File: src/rtl/uart_mmio_controller_if.sv
`default_nettype none
// ============================================================================
// Module   : uart_mmio_controller_if
// Brief    : Core data-bus port of the UART MMIO controller (core = master).
// Revision : 1.0
// ============================================================================
interface uart_mmio_controller_if;
  logic [31:0] address;
  logic [31:0] write_data;
  logic        write_enable;
  logic        read_enable;
  logic [31:0] read_data;
  logic        hit;

  modport master (
    output address, write_data, write_enable, read_enable,
    input  read_data, hit
  );

  modport slave (
    input  address, write_data, write_enable, read_enable,
    output read_data, hit
  );
endinterface
`default_nettype wire

File: src/rtl/uart_mmio_controller.sv
`default_nettype none
// ============================================================================
// Module   : uart_mmio_controller
// Brief    : Register window with TX/RX FIFOs sequencing bytes into the Uart.
// Revision : 1.0
// ============================================================================
module uart_mmio_controller #(
  parameter logic [31:0] BASE           = 32'h10010000,
  parameter int          TX_DEPTH       = 8,
  parameter int          RX_DEPTH       = 8,
  parameter logic [31:0] CLK_FREQ_RESET = 32'h0000ffc0,
  parameter logic [31:0] BAUD_RESET     = 32'd11520,
  parameter int          ACK_TIMEOUT    = 4
) (
  input  wire logic             clk,
  input  wire logic             rst,
  uart_mmio_controller_if.slave bus,
  output logic [7:0]            uart_data,
  output logic                  uart_write_enable,
  input  wire logic             uart_busy,
  input  wire logic [7:0]       uart_rx_data,
  input  wire logic             uart_out_valid,
  output logic [31:0]           clk_frequency,
  output logic [31:0]           baud_rate
);

  localparam int c_tx_aw  = $clog2(TX_DEPTH);
  localparam int c_rx_aw  = $clog2(RX_DEPTH);
  localparam int c_cnt_w  = $clog2(ACK_TIMEOUT + 1);
  localparam logic [c_cnt_w-1:0] c_ack_last = c_cnt_w'(ACK_TIMEOUT - 1);

  typedef enum logic [1:0] {
    S_IDLE      = 2'd0,
    S_LAUNCH    = 2'd1,
    S_WAIT_ACK  = 2'd2,
    S_WAIT_DONE = 2'd3
  } state_t;

  logic w_sel_data, w_sel_status, w_sel_clk, w_sel_baud;
  assign w_sel_data   = (bus.address == BASE);
  assign w_sel_status = (bus.address == BASE + 32'h005);
  assign w_sel_clk    = (bus.address == BASE + 32'h100);
  assign w_sel_baud   = (bus.address == BASE + 32'h104);

  state_t             r_state;
  logic [c_cnt_w-1:0] r_ack_cnt;
  logic [7:0]         r_uart_data;
  logic               r_uart_we;
  logic               r_tx_overflow, r_rx_overrun;
  logic [31:0]        r_clk_freq, r_baud;
  logic               w_status_wr;

  assign w_status_wr = bus.write_enable && w_sel_status;

  // ---------------------------------------------------------------- TX FIFO
  logic [7:0]       r_tx_mem [TX_DEPTH];
  logic [c_tx_aw:0] r_tx_wr, r_tx_rd;
  logic             w_tx_empty, w_tx_full, w_tx_push_req, w_tx_push, w_tx_pop;

  assign w_tx_empty    = (r_tx_wr == r_tx_rd);
  assign w_tx_full     = (r_tx_wr[c_tx_aw] != r_tx_rd[c_tx_aw]) &&
                         (r_tx_wr[c_tx_aw-1:0] == r_tx_rd[c_tx_aw-1:0]);
  assign w_tx_push_req = bus.write_enable && w_sel_data;
  assign w_tx_pop      = (r_state == S_IDLE) && !w_tx_empty && !uart_busy;
  // A pop on the same edge frees a slot, so a push into a full FIFO still lands.
  assign w_tx_push     = w_tx_push_req && (!w_tx_full || w_tx_pop);

  always_ff @(posedge clk) begin
    if (w_tx_push)
      r_tx_mem[r_tx_wr[c_tx_aw-1:0]] <= bus.write_data[7:0];
  end

  always_ff @(posedge clk) begin
    if (rst) begin
      r_tx_wr       <= '0;
      r_tx_rd       <= '0;
      r_tx_overflow <= 1'b0;
    end else begin
      if (w_tx_push) r_tx_wr <= r_tx_wr + (c_tx_aw+1)'(1);
      if (w_tx_pop)  r_tx_rd <= r_tx_rd + (c_tx_aw+1)'(1);
      r_tx_overflow <= (w_tx_push_req && w_tx_full && !w_tx_pop) ||
                       (r_tx_overflow && !(w_status_wr && bus.write_data[2]));
    end
  end

  // ---------------------------------------------------------------- RX FIFO
  logic [7:0]       r_rx_mem [RX_DEPTH];
  logic [c_rx_aw:0] r_rx_wr, r_rx_rd;
  logic             w_rx_empty, w_rx_full, w_rx_push, w_rx_pop;

  assign w_rx_empty = (r_rx_wr == r_rx_rd);
  assign w_rx_full  = (r_rx_wr[c_rx_aw] != r_rx_rd[c_rx_aw]) &&
                      (r_rx_wr[c_rx_aw-1:0] == r_rx_rd[c_rx_aw-1:0]);
  assign w_rx_pop   = bus.read_enable && w_sel_data && !w_rx_empty;
  assign w_rx_push  = uart_out_valid && (!w_rx_full || w_rx_pop);

  always_ff @(posedge clk) begin
    if (w_rx_push)
      r_rx_mem[r_rx_wr[c_rx_aw-1:0]] <= uart_rx_data;
  end

  always_ff @(posedge clk) begin
    if (rst) begin
      r_rx_wr      <= '0;
      r_rx_rd      <= '0;
      r_rx_overrun <= 1'b0;
    end else begin
      if (w_rx_push) r_rx_wr <= r_rx_wr + (c_rx_aw+1)'(1);
      if (w_rx_pop)  r_rx_rd <= r_rx_rd + (c_rx_aw+1)'(1);
      r_rx_overrun <= (uart_out_valid && w_rx_full && !w_rx_pop) ||
                      (r_rx_overrun && !(w_status_wr && bus.write_data[1]));
    end
  end

  // ---------------------------------------------------------------- TX FSM
  always_ff @(posedge clk) begin
    if (rst) begin
      r_state     <= S_IDLE;
      r_ack_cnt   <= '0;
      r_uart_data <= 8'h00;
      r_uart_we   <= 1'b0;
    end else begin
      r_uart_we <= 1'b0;
      case (r_state)
        S_IDLE: begin
          if (w_tx_pop) begin
            r_uart_data <= r_tx_mem[r_tx_rd[c_tx_aw-1:0]];
            r_uart_we   <= 1'b1;
            r_state     <= S_LAUNCH;
          end
        end
        S_LAUNCH: begin
          r_ack_cnt <= '0;
          r_state   <= S_WAIT_ACK;
        end
        S_WAIT_ACK: begin
          // A Uart that never acknowledges must not wedge the queue.
          if (uart_busy)                    r_state   <= S_WAIT_DONE;
          else if (r_ack_cnt == c_ack_last) r_state   <= S_IDLE;
          else                              r_ack_cnt <= r_ack_cnt + c_cnt_w'(1);
        end
        S_WAIT_DONE: begin
          if (!uart_busy) r_state <= S_IDLE;
        end
        default: r_state <= S_IDLE;
      endcase
    end
  end

  assign uart_data         = r_uart_data;
  assign uart_write_enable = r_uart_we;

  // ---------------------------------------------------------------- config regs
  always_ff @(posedge clk) begin
    if (rst) begin
      r_clk_freq <= CLK_FREQ_RESET;
      r_baud     <= BAUD_RESET;
    end else begin
      if (bus.write_enable && w_sel_clk)  r_clk_freq <= bus.write_data;
      if (bus.write_enable && w_sel_baud) r_baud     <= bus.write_data;
    end
  end

  assign clk_frequency = r_clk_freq;
  assign baud_rate     = r_baud;

  // ---------------------------------------------------------------- read mux
  logic [7:0] w_status;
  assign w_status = {w_tx_full,
                     (!w_tx_empty || (r_state != S_IDLE) || uart_busy),
                     1'b0, w_tx_empty, 1'b0,
                     r_tx_overflow, r_rx_overrun, !w_rx_empty};

  always_comb begin
    bus.read_data = 32'h0;
    bus.hit       = 1'b0;
    if (w_sel_data) begin
      bus.hit = 1'b1;
      if (!w_rx_empty) bus.read_data = {24'h0, r_rx_mem[r_rx_rd[c_rx_aw-1:0]]};
    end else if (w_sel_status) begin
      bus.hit       = 1'b1;
      bus.read_data = {24'h0, w_status};
    end else if (w_sel_clk) begin
      bus.hit       = 1'b1;
      bus.read_data = r_clk_freq;
    end else if (w_sel_baud) begin
      bus.hit       = 1'b1;
      bus.read_data = r_baud;
    end
  end

endmodule
`default_nettype wire

File: src/flat_wrapper.sv
// flat-port wrapper written by rule: the top's interface ports become plain ports
module uart_mmio_controller_flat 
#(
  parameter logic [31:0] BASE           = 32'h10010000,
  parameter int          TX_DEPTH       = 8,
  parameter int          RX_DEPTH       = 8,
  parameter logic [31:0] CLK_FREQ_RESET = 32'h0000ffc0,
  parameter logic [31:0] BAUD_RESET     = 32'd11520,
  parameter int          ACK_TIMEOUT    = 4
)
  (clk, rst, uart_data, uart_write_enable, uart_busy, uart_rx_data, uart_out_valid, clk_frequency, baud_rate, bus_address, bus_write_data, bus_write_enable, bus_read_enable, bus_read_data, bus_hit);
  uart_mmio_controller_if bus_i ();
  input  wire logic clk;
  input  wire logic rst;
  output logic [7:0] uart_data;
  output logic uart_write_enable;
  input  wire logic uart_busy;
  input  wire logic [7:0] uart_rx_data;
  input  wire logic uart_out_valid;
  output logic [31:0] clk_frequency;
  output logic [31:0] baud_rate;
  input wire logic [$bits(bus_i.address)-1:0] bus_address;
  input wire logic [$bits(bus_i.write_data)-1:0] bus_write_data;
  input wire logic [$bits(bus_i.write_enable)-1:0] bus_write_enable;
  input wire logic [$bits(bus_i.read_enable)-1:0] bus_read_enable;
  output wire logic [$bits(bus_i.read_data)-1:0] bus_read_data;
  output wire logic [$bits(bus_i.hit)-1:0] bus_hit;
  assign bus_i.address = bus_address;
  assign bus_i.write_data = bus_write_data;
  assign bus_i.write_enable = bus_write_enable;
  assign bus_i.read_enable = bus_read_enable;
  assign bus_read_data = bus_i.read_data;
  assign bus_hit = bus_i.hit;
  uart_mmio_controller #(.BASE(BASE), .TX_DEPTH(TX_DEPTH), .RX_DEPTH(RX_DEPTH), .CLK_FREQ_RESET(CLK_FREQ_RESET), .BAUD_RESET(BAUD_RESET), .ACK_TIMEOUT(ACK_TIMEOUT)) u_core (.clk(clk), .rst(rst), .bus(bus_i), .uart_data(uart_data), .uart_write_enable(uart_write_enable), .uart_busy(uart_busy), .uart_rx_data(uart_rx_data), .uart_out_valid(uart_out_valid), .clk_frequency(clk_frequency), .baud_rate(baud_rate));
endmodule
File: config.mk
export PLATFORM = sky130hd
export DESIGN_NAME = uart_mmio_controller_flat
export DESIGN_NICKNAME = d
export VERILOG_FILES = /design/src/rtl/uart_mmio_controller_if.sv /design/src/rtl/uart_mmio_controller.sv /design/src/flat_wrapper.sv
export SDC_FILE = /design/constraint.sdc
export NUM_CORES = 1
export LEC_CHECK = 0
export ABC_AREA = 1
export CAP_MARGIN = 10
export CORE_MARGIN = 3
export CORE_UTILIZATION = 35
export CTS_BUF_LIST = sky130_fd_sc_hd__clkbuf_8
export DETAILED_ROUTE_END_ITERATION = 10
export GPL_TIMING_DRIVEN = 0
export PLACE_DENSITY_LB_ADDON = 0.08
export SLEW_MARGIN = 20
export SYNTH_ARGS = -nofsm -noshare
export SYNTH_HDL_FRONTEND = slang
export SYNTH_SLANG_ARGS = --single-unit
File: constraint.sdc
create_clock -name clk -period 4.25 [get_ports clk]
set_clock_uncertainty 0.2 [all_clocks]
set_input_delay 1.275 -clock clk [delete_from_list [all_inputs] [get_ports clk]]
set_output_delay 1.275 -clock clk [all_outputs]
set_load 0.05 [all_outputs]
==> results of run 1 <==
cell usage in the layout, fill, tap and decap left out, types with 3 or more instances in the layout:
| cell | instances |
|---|---|
| nand2_1 | 250 |
| o32ai_1 | 28 |
| o211ai_1 | 6 |
| inv_2 | 12 |
| nor2_4 | 17 |
| nand4_1 | 20 |
| clkbuf_16 | 4 |
| mux2i_1 | 4 |
| edfxtp_1 | 128 |
| buf_4 | 85 |
| xnor2_1 | 4 |
| clkbuf_8 | 50 |
| buf_2 | 28 |
| nor2_1 | 195 |
| o21ai_2 | 11 |
| dfxtp_1 | 99 |
| buf_8 | 19 |
| nor3_1 | 3 |
| o21ai_0 | 45 |
| nand3b_1 | 22 |
| clkbuf_2 | 4 |
| nand3_2 | 8 |
| buf_6 | 46 |
| inv_1 | 56 |
| o21ai_4 | 11 |
| nand2_2 | 25 |
| buf_1 | 9 |
| nor3_2 | 11 |
| xor2_1 | 7 |
| nand2_4 | 6 |
| clkdlybuf4s50_1 | 117 |
| nor2_2 | 12 |
| o22ai_1 | 4 |
| clkbuf_1 | 25 |
| ha_1 | 6 |
| clkinv_2 | 6 |
| clkinv_1 | 8 |
| a21oi_1 | 47 |
| nand3_1 | 31 |
metrics by stage:
step	util, %	hold WS (ps)
floorplan	-	233
global placement	44.4	251
detailed placement	44.7	262
CTS	50.3	268
global route	52.2	292
finish	52.2	269
metal layers:
| layer | global-route usage, % | up-vias | share of wire (%) | wire length (um) |
|---|---|---|---|---|
| met5 | 0 | - | 0 | 0 |
| met1 | 28.0 | 4304 | 43 | 15000 |
| met3 | 6.31 | 65 | 7.5 | 2580 |
| met4 | 7.13 | 0 | 2.4 | 822 |
| li1 | - | 4469 | - | - |
| met2 | 35.7 | 350 | 47 | 16100 |
cells by family (layout without fill, tap and decap cells):
group,count (synthesis),count (layout),synth area share (%)
XOR/XNOR,11,11,0.959
buffers and inverters,126,476,5.31
adder cells (fa/ha/maj),6,6,0.747
flip-flops,227,227,58.0
AO/OA/AOI/OAI,155,155,9.03
multiplexers,4,4,0.399
AND/OR/NAND/NOR,607,608,25.6
critical path: cells and delay by family:
| family | cells | cell delay [ps] |
|---|---|---|
| and+or+nand+nor | 9 | 1040 |
| buffers and inverters | 4 | 520 |
sequential cells by signal (all words and copies together) (netlist names), named ones only:
signal                    count
u_core.baud_rate             32
u_core.clk_frequency         32
u_core.r_ack_cnt              3
u_core.r_rx_mem              64
u_core.r_rx_overrun           1
u_core.r_rx_rd                4
u_core.r_rx_wr                4
u_core.r_state                2
u_core.r_tx_mem              64
u_core.r_tx_overflow          1
u_core.r_tx_rd                4
u_core.r_tx_wr                4
u_core.uart_data              8
u_core.uart_write_enable      1
cell type report:
class	instances	area, um^2
Buffer	61	372
Fill cell	2635	13400
Multi-Input combinational cell	784	4210
Clock inverter	21	121
Clock buffer	49	674
Timing Repair Buffer	280	2690
Inverter	65	246
Sequential cell	227	5830
Tap cell	378	473
synthesized netlist by cell type (4+ instances only):
cell type and instances:
nor2_2 6, clkbuf_1 30, a21oi_1 47, xnor2_1 4, mux2i_1 4, inv_1 58, nand4_1 20, buf_2 15
o21ai_0 67, nor3_1 14, edfxtp_1 128, buf_6 5, ha_1 6, nand3b_1 22, o211ai_1 6, inv_2 4
nor2_1 216, xor2_1 7, nand3_1 39, dfxtp_1 99, o32ai_1 28, buf_1 10, o22ai_1 4, nand2_1 278
report_power, final:
part | total (uW) | internal [uW] | switching, uW
Sequential | 2370 | 2350 | 16.0
Combinational | 463 | 189 | 275
Clock | 2020 | 1100 | 914
worst paths after layout:
kind / cells after the start / to / slack, ps / from
hold reg to reg: 2 / u_core.r_tx_overflow / 270 / u_core.r_tx_overflow
hold / removal: 2 / u_core.r_tx_overflow / 270 / u_core.r_tx_overflow
setup reg to reg: 8 / u_core.r_rx_mem[1][2] / 1580 / u_core.r_rx_wr[0]
setup / recovery: 13 / bus_read_data[7] / -50 / bus_address[29]
repair_timing:
item	in CTS	in global routing
gates cloned	3	5
setup buffers	80	12
endpoints found under the setup margin	33	65
pin swaps	36	44
resized for setup	411	114
==> metrics.txt, run 1 <==
outcome complete, but fails checks; failing checks setup timing; TritonCTS clock tree yes; I/O Pins 184; RSZ-0062 raised after global routing yes; number of nets with antenna violations after routing 0; die height 175 um; fin nets 1542; CTS Hold Bufs 0; WS Path Type in2out; area grow syn2layout 45.5%; sum of negative setup slack -681 ps; CTS Buffer Depth 3; Relative slew margins 31.1%; sequential fraction of the synthesis area 58.0%; Max stage delay cell, worst path and2_4; GRT Total Usage 21.8%; Critical Path RT 2770 ps; mapped cell area 10000 um^2; total power 4850 uW; worst path cell trace buf_6 > inv_2 > nand2_2 > nor2_2 > and2_4 > nand4_1 > buf_6 > nor2_2 > nor2_1 > nand2_1 > nand2_2 > nand2_2 > buf_8; Mapped Nets 1220; Leak Pwr 0.00572 uW; Remaining DRCs 0; worst min path class reg2reg; Fin. Hold Viols 0; crit path time final 4300 ps; clk slew on worst S/H paths 60 ps; power density over cell area 332 nW/um^2; worst vdd ir 0.000164 V; IO Port Bufs 182; Worst-Margin Slew 1030 ps; Final Max Slew Viols 0; syn avg cell area 8.84 um^2; First DRT Iteration DRCs 600; CTS Sinks 227; CTS root buf clkbuf_8; Worst setup SP type primary input; period utilisation layout 101%; post-synth top area share 38.3%; CP Max Fanout 7; most used cell, CP nand2_2; layout cells sized above 1 24.8%; post-DR vias/cell 4.93; asr flop ratio synth 0%; Die ar. 30800 um^2; kind of end point of the critical path output pin; synth warn 0; Overflow after GRT 0; largest cells by area after synthesis edfxtp_1 38%, dfxtp_1 20%, nand2_1 10%, nor2_1 8.1%, o21ai_0 3.3%; first-pass GRT wire length 52200 um; PnR worst setup slack -52.2 ps; CTS buffer count 39; DRT Pass-1 Iters 5; fin area 14600 um^2; H-tree levels 2; FF+latch count, synth 227; Chip Width 175 um; Placed Cells 1698; Synth area leader edfxtp_1; Max Cap Viol 0; initial core utilization 35.9%; gpl congestion 0.830; diodes inserted 0; Critical Path Max Stage Delay 230 ps; Cell variety after synth 37; ys flop type edfxtp_1; largest net degree at the start of global routing 12; initial antenna violation count 0; Max Fclk 232 MHz; CP Data Arrival Time 2830 ps; Vias 9188; Post-DP Area 12500 um^2; number of global-route vias before repair 9360; mean routed wirelength per cell 18.5 um; # rows 61; final setup fails 26; worst slack, placed -1700 ps; dpl hpwl 22900 um; Detailed Route WL 34500 um; EDFF count, synth 128; Post-Synthesis Cells 1136; fin cells 1865; Core ar. 28000 um^2; Skew-Pair Late Insertion Delay 530 ps
No activity file was read; power rests on OpenSTA's default activity.
==> run 2, diff against run 1 <==
--- a/config.mk
+++ b/config.mk
@@ -12,7 +12,7 @@
 export CTS_BUF_LIST = sky130_fd_sc_hd__clkbuf_8
 export DETAILED_ROUTE_END_ITERATION = 10
 export GPL_TIMING_DRIVEN = 0
-export PLACE_DENSITY_LB_ADDON = 0.08
+export PLACE_DENSITY = 0.64
 export SLEW_MARGIN = 20
 export SYNTH_ARGS = -nofsm -noshare
 export SYNTH_HDL_FRONTEND = slang
==> metrics.txt, run 2 (synthesized netlist as in run 1, its figures left out) <==
Core ar. 28000 um^2 (unchanged); IO Port Bufs 182 (unchanged); Skew-Pair Late Insertion Delay 530 ps (about the same); register area 5830 um^2 (unchanged); Detailed Route WL 32900 um (was 34500 um); Top Family by Delay on Critical Path simple AND/OR/NAND/NOR gates (unchanged); area grow syn2layout 40.0% (was 45.5%); Critical Path Source bus_address[20] (was bus_address[29]); Worst setup SP type primary input (unchanged); layout cells sized above 1 22.0% (was 24.8%); hold_sp u_core.r_ack_cnt[0] (was u_core.r_tx_overflow); Max Cap Viol 0 (unchanged); number of global-route vias before repair 9080 (was 9360); outcome complete, no violations (was complete, but fails checks); First DRT Iteration DRCs 565 (was 600); Critical Path Max Stage Delay 300 ps (was 230 ps); Vias 9158 (was 9188); filler instances 2595 (was 2635); PnR worst setup slack 58.9 ps (was -52.2 ps); clk slew on worst S/H paths 60 ps (about the same); mean routed wirelength per cell 18.0 um (was 18.5 um); Critical Path RT 2770 ps (about the same); gpl congestion 0.848 (was 0.830); crit path buf inv count 4 (unchanged); CTS Buffer Depth 3 (unchanged); power density over cell area 328 nW/um^2 (was 332 nW/um^2); GRT Total Usage 20.7% (was 21.8%); worst min path class reg2reg (unchanged); crit path time final 4190 ps (was 4300 ps); Fin. Hold Viols 0 (unchanged); dpl hpwl 23000 um (was 22900 um); WS Path Type in2out (unchanged); CTS root buf clkbuf_8 (unchanged); TritonCTS clock tree yes (unchanged); first-pass GRT wire length 50300 um (was 52200 um); CP Max Fanout 4 (was 7); I/O Pins 184 (unchanged); most frequent cells in the layout 249 x nand2_1, 201 x nor2_1, 128 x edfxtp_1 (was 250 x nand2_1, 195 x nor2_1, 128 x edfxtp_1); post-DR vias/cell 5.02 (was 4.93); Die ar. 30800 um^2 (unchanged); RSZ-0062 raised after global routing yes (unchanged); H-tree levels 2 (unchanged); commonest non-fill, non-tap cell in the layout nand2_1 (unchanged); final setup fails 0 (was 26); Chip Width 175 um (unchanged); kind of end point of the critical path output pin (unchanged); CP Data Arrival Time 2720 ps (was 2830 ps); worst vdd ir 0.000155 V (was 0.000164 V); Leak Pwr 0.00549 uW (was 0.00572 uW); Multi-input gate area 4140 um^2 (was 4210 um^2); period utilisation layout 98.6% (was 101%); die height 175 um (unchanged); worst slack, placed -1440 ps (was -1700 ps); Max Fclk 239 MHz (was 232 MHz); Relative slew margins 41.2% (was 31.1%); Remaining DRCs 0 (unchanged); number of nets with antenna violations after routing 0 (unchanged); Overflow after GRT 0 (unchanged); Worst-Margin Slew 878 ps (was 1030 ps); Final Max Slew Viols 0 (unchanged); reg2reg start u_core.r_tx_wr[2] (was u_core.r_rx_wr[0]); largest net degree at the start of global routing 12 (unchanged); CTS Sinks 227 (unchanged); initial core utilization 35.9% (unchanged); sum of negative setup slack 0 ps (was -681 ps); most used cell, CP buf_6 (was nand2_2); diodes inserted 0 (unchanged); # rows 61 (unchanged); fin nets 1502 (was 1542); initial antenna violation count 2 (was 0); Max stage delay cell, worst path nor3_4 (was and2_4); worst path cell trace buf_2 > nor2_2 > nand2_2 > nor2_4 > nand2_4 > buf_6 > nor3_4 > buf_6 > nand2_1 > nand2_1 > buf_6 (was buf_6 > inv_2 > nand2_2 > nor2_2 > and2_4 > nand4_1 > buf_6 > nor2_2 > nor2_1 > nand2_1 > nand2_2 > nand2_2 > buf_8); CTS buffer count 38 (was 39); DRT Pass-1 Iters 5 (unchanged)
[run 2: cell types whose count changed in the layout (fill, tap and decap cells not counted), sizes merged]
cell    before  now
inv         70   69
clkbuf      84   90
buf        189  137
bufinv       1    0
clkinv      14   23
[run 2: final timing paths]
check | slack (ps) | endpoint | cells past startpoint
setup / recovery | 60 | bus_read_data[2] | 11
hold / removal | 270 | u_core.r_ack_cnt[0] | 1
setup reg to reg | 1590 | u_core.r_tx_mem[1][4] | 8
hold reg to reg | 270 | u_core.r_ack_cnt[0] | 1
[run 2: repair_timing]
| item | CTS | global route |
|---|---|---|
| resized for setup | 390 | 82 |
| endpoints found under the setup margin | 33 | 73 |
| pin swaps | 42 | 42 |
| gates cloned | 5 | 1 |
| buffers inserted | 44 | 8 |
| hold buffers | 0 | 0 |
[run 2: metal layers]
metal / up-vias / part of all wire (%) / GRT usage [%]
met5: - / 0.070 / 0
met4: 4 / 2.4 / 5.87
met3: 58 / 7.7 / 5.84
met2: 345 / 48 / 34.3
met1: 4364 / 42 / 26.5
li1: 4387 / - / -
[run 2: layout make-up]
class	instances	share of cell area, %
Clock buffer	42	4.11
Buffer	61	2.62
Clock inverter	28	0.943
Inverter	65	1.84
Sequential cell	227	41.4
Timing Repair Buffer	241	16.3
Tap cell	378	3.36
Multi-Input combinational cell	784	29.4
[run 2: power by group]
group          total (uW)  internal, uW  switching [uW]
clock network        1820           922             898
registers            2370          2350            15.3
logic                 426           159             267
total                4610          3430            1180
[run 2: metrics by stage]
stage	hold WS, ps	instance area, um^2	instances	total power, uW	util, %
floorplan	233	10200	1136	2630	-
global placement	252	12400	1696	2810	44.4
detailed placement	257	12500	1698	2820	44.7
CTS	273	13900	1817	4630	49.5
global route	286	14100	1826	4780	50.2
finish	271	14100	1826	4610	50.2
==> run 3, diff against run 2 <==
--- a/config.mk
+++ b/config.mk
@@ -12,6 +12,8 @@
 export CTS_BUF_LIST = sky130_fd_sc_hd__clkbuf_8
 export DETAILED_ROUTE_END_ITERATION = 10
 export GPL_TIMING_DRIVEN = 0
+export HOLD_SLACK_MARGIN = 0.05
+export MAX_ROUTING_LAYER = met4
 export PLACE_DENSITY = 0.64
 export SLEW_MARGIN = 20
 export SYNTH_ARGS = -nofsm -noshare
==> metrics.txt, run 3 (synthesized netlist as in run 1, its figures left out) <==
hold slack 270 ps (was 271 ps); # rows 61 (unchanged); RSZ-0062 raised after global routing yes (unchanged); reg2reg start u_core.r_tx_wr[2] (unchanged); TritonCTS clock tree yes (unchanged); fin nets 1504 (was 1502); met2 GRT Util 34.4% (was 34.3%); Chip Width 175 um (unchanged); Max stage delay cell, worst path nor3_4 (unchanged); number of global-route vias before repair 9114 (was 9080); Critical Path Max Stage Delay 290 ps (was 300 ps); Fin. Hold Viols 0 (unchanged); Post-DP Area 12500 um^2 (unchanged); final setup fails 0 (unchanged); Vias 9123 (was 9158); Max Cap Viol 0 (unchanged); number of nets with antenna violations after routing 0 (unchanged); Layout Utilization 50.1% (was 50.2%); H-tree levels 2 (unchanged); CTS Sinks 227 (unchanged); largest net degree at the start of global routing 12 (unchanged); initial core utilization 35.9% (unchanged); most frequent cells in the layout 254 x nand2_1, 200 x nor2_1, 128 x edfxtp_1 (was 249 x nand2_1, 201 x nor2_1, 128 x edfxtp_1); Remaining DRCs 0 (unchanged); Worst-Margin Slew 864 ps (was 878 ps); CTS Hold Bufs 0 (unchanged); I/O Pins 184 (unchanged); CP Data Arrival Time 2730 ps (was 2720 ps); area grow syn2layout 39.6% (was 40.0%); First DRT Iteration DRCs 558 (was 565); worst slack, placed -1440 ps (unchanged); die height 175 um (unchanged); Max Fclk 238 MHz (was 239 MHz); r2r endpoint u_core.r_tx_mem[3][1] (was u_core.r_tx_mem[1][4]); cell depth of the worst min-delay path 1 (unchanged); crit path time final 4210 ps (was 4190 ps); most used cell, CP buf_6 (unchanged); dpl hpwl 23000 um (unchanged); Core ar. 28000 um^2 (unchanged); DRT Pass-1 Iters 5 (unchanged); Die ar. 30800 um^2 (unchanged); worst vdd ir 0.000154 V (was 0.000155 V); crit path buf inv count 5 (was 4); kind of end point of the critical path output pin (unchanged); outcome complete, no violations (unchanged); IO Port Bufs 182 (unchanged); met3 usage 4.82% (was 5.84%); GRT Total Usage 21.3% (was 20.7%); Detailed Route WL 33000 um (was 32900 um); CTS buffer count 38 (unchanged); Final Max Slew Viols 0 (unchanged); clk slew on worst S/H paths 60 ps (about the same); post-DR vias/cell 4.99 (was 5.02); layer with the highest usage met2 (unchanged); total power 4620 uW (was 4610 uW); first-pass GRT wire length 50200 um (was 50300 um); met1 usage 27.1% (was 26.5%); CTS root buf clkbuf_8 (unchanged); Min-Delay Endpoint u_core.r_ack_cnt[0] (unchanged); CTS Buffer Depth 3 (unchanged); initial antenna violation count 2 (unchanged); power density over cell area 329 nW/um^2 (was 328 nW/um^2); Critical Path RT 2770 ps (about the same); gpl congestion 0.861 (was 0.848); Relative slew margins 42.2% (was 41.2%); layout cells sized above 1 21.6% (was 22.0%); worst path cell trace buf_2 > inv_2 > nand2_2 > nor2_2 > and2_4 > nand2_4 > buf_6 > nor3_4 > buf_6 > nand2_1 > nand2_1 > buf_6 (was buf_2 > nor2_2 > nand2_2 > nor2_4 > nand2_4 > buf_6 > nor3_4 > buf_6 > nand2_1 > nand2_1 > buf_6); Overflow after GRT 0 (unchanged); commonest non-fill, non-tap cell in the layout nand2_1 (unchanged); Top Family by Delay on Critical Path simple AND/OR/NAND/NOR gates (unchanged); r2r setup slk 1560 ps (was 1590 ps); Leak Pwr 0.00545 uW (was 0.00549 uW); Worst setup SP type primary input (unchanged); period utilisation layout 99.0% (was 98.6%); worst min path class reg2reg (unchanged); PnR worst setup slack 40.8 ps (was 58.9 ps); CP Max Fanout 4 (unchanged); hold_sp u_core.r_ack_cnt[0] (unchanged); mean routed wirelength per cell 18.0 um (about the same); fin area 14000 um^2 (was 14100 um^2); Skew-Pair Late Insertion Delay 530 ps (about the same); filler instances 2614 (was 2595); worst reg2reg path depth 8 (unchanged); WS Path Type in2out (unchanged)
-- run 3: worst max path at each step --
stage	start	end	slack (ps)	depth (start not counted)
floorplan	bus_address[15]	bus_read_data[10]	-370	7
global placement	bus_address[13]	bus_read_data[23]	-1450	10
detailed placement	bus_address[15]	bus_read_data[23]	-1440	10
CTS	bus_address[12]	bus_read_data[7]	5	13
global route	bus_address[15]	bus_read_data[6]	-40	13
finish	bus_address[29]	bus_read_data[6]	40	12
-- run 3: where the power goes --
group          leakage, uW  switching, uW  internal [uW]  total [uW]
Combinational      0.00310            266            162         428
Sequential         0.00196           15.4           2350        2370
Clock             0.000399            902            922        1820
-- run 3: repair_timing --
action,in CTS,in global routing
pin swaps,42,35
setup buffers,44,11
cloned,5,0
resized for setup,390,68
setup endpoints to repair,33,73
-- run 3: per-stage QoR --
| step | cells | TNS [ps] |
|---|---|---|
| 2_1_floorplan | 1136 | -3710 |
| 3_3_place_gp | 1696 | -74680 |
| 3_5_place_dp | 1698 | -48080 |
| 4_1_cts | 1817 | 0 |
| 5_1_grt | 1830 | -167 |
| 6_report | 1830 | 0 |
-- run 3: layout make-up --
| type | count | area (um^2) | share of cell area (%) |
|---|---|---|---|
| clock buffer | 42 | 578 | 4.12 |
| sequential | 227 | 5830 | 41.5 |
| timing repair buffer | 243 | 2290 | 16.4 |
| inverter | 65 | 256 | 1.83 |
| tap | 378 | 473 | 3.37 |
| buffer | 61 | 368 | 2.62 |
| multi-input combinational | 784 | 4090 | 29.2 |
| clock inverter | 28 | 133 | 0.946 |
| antenna | 2 | 5.00 | 0.0357 |
-- run 3: worst reg2reg max path: stages (launching register included) --
cell     delay, ps
dfxtp_1        300
buf_2          230
xor2_1         200
nor2_1          80
nand3_1        160
inv_1          100
nor2_2         160
nand2_1        190
nor3_2         690
-- run 3: per-layer routing --
metal | vias up | share of wire (%)
li1 | 4391 | -
met1 | 4339 | 43
met2 | 346 | 48
met3 | 47 | 7.2
met4 | 0 | 2.1
met5 | - | 0
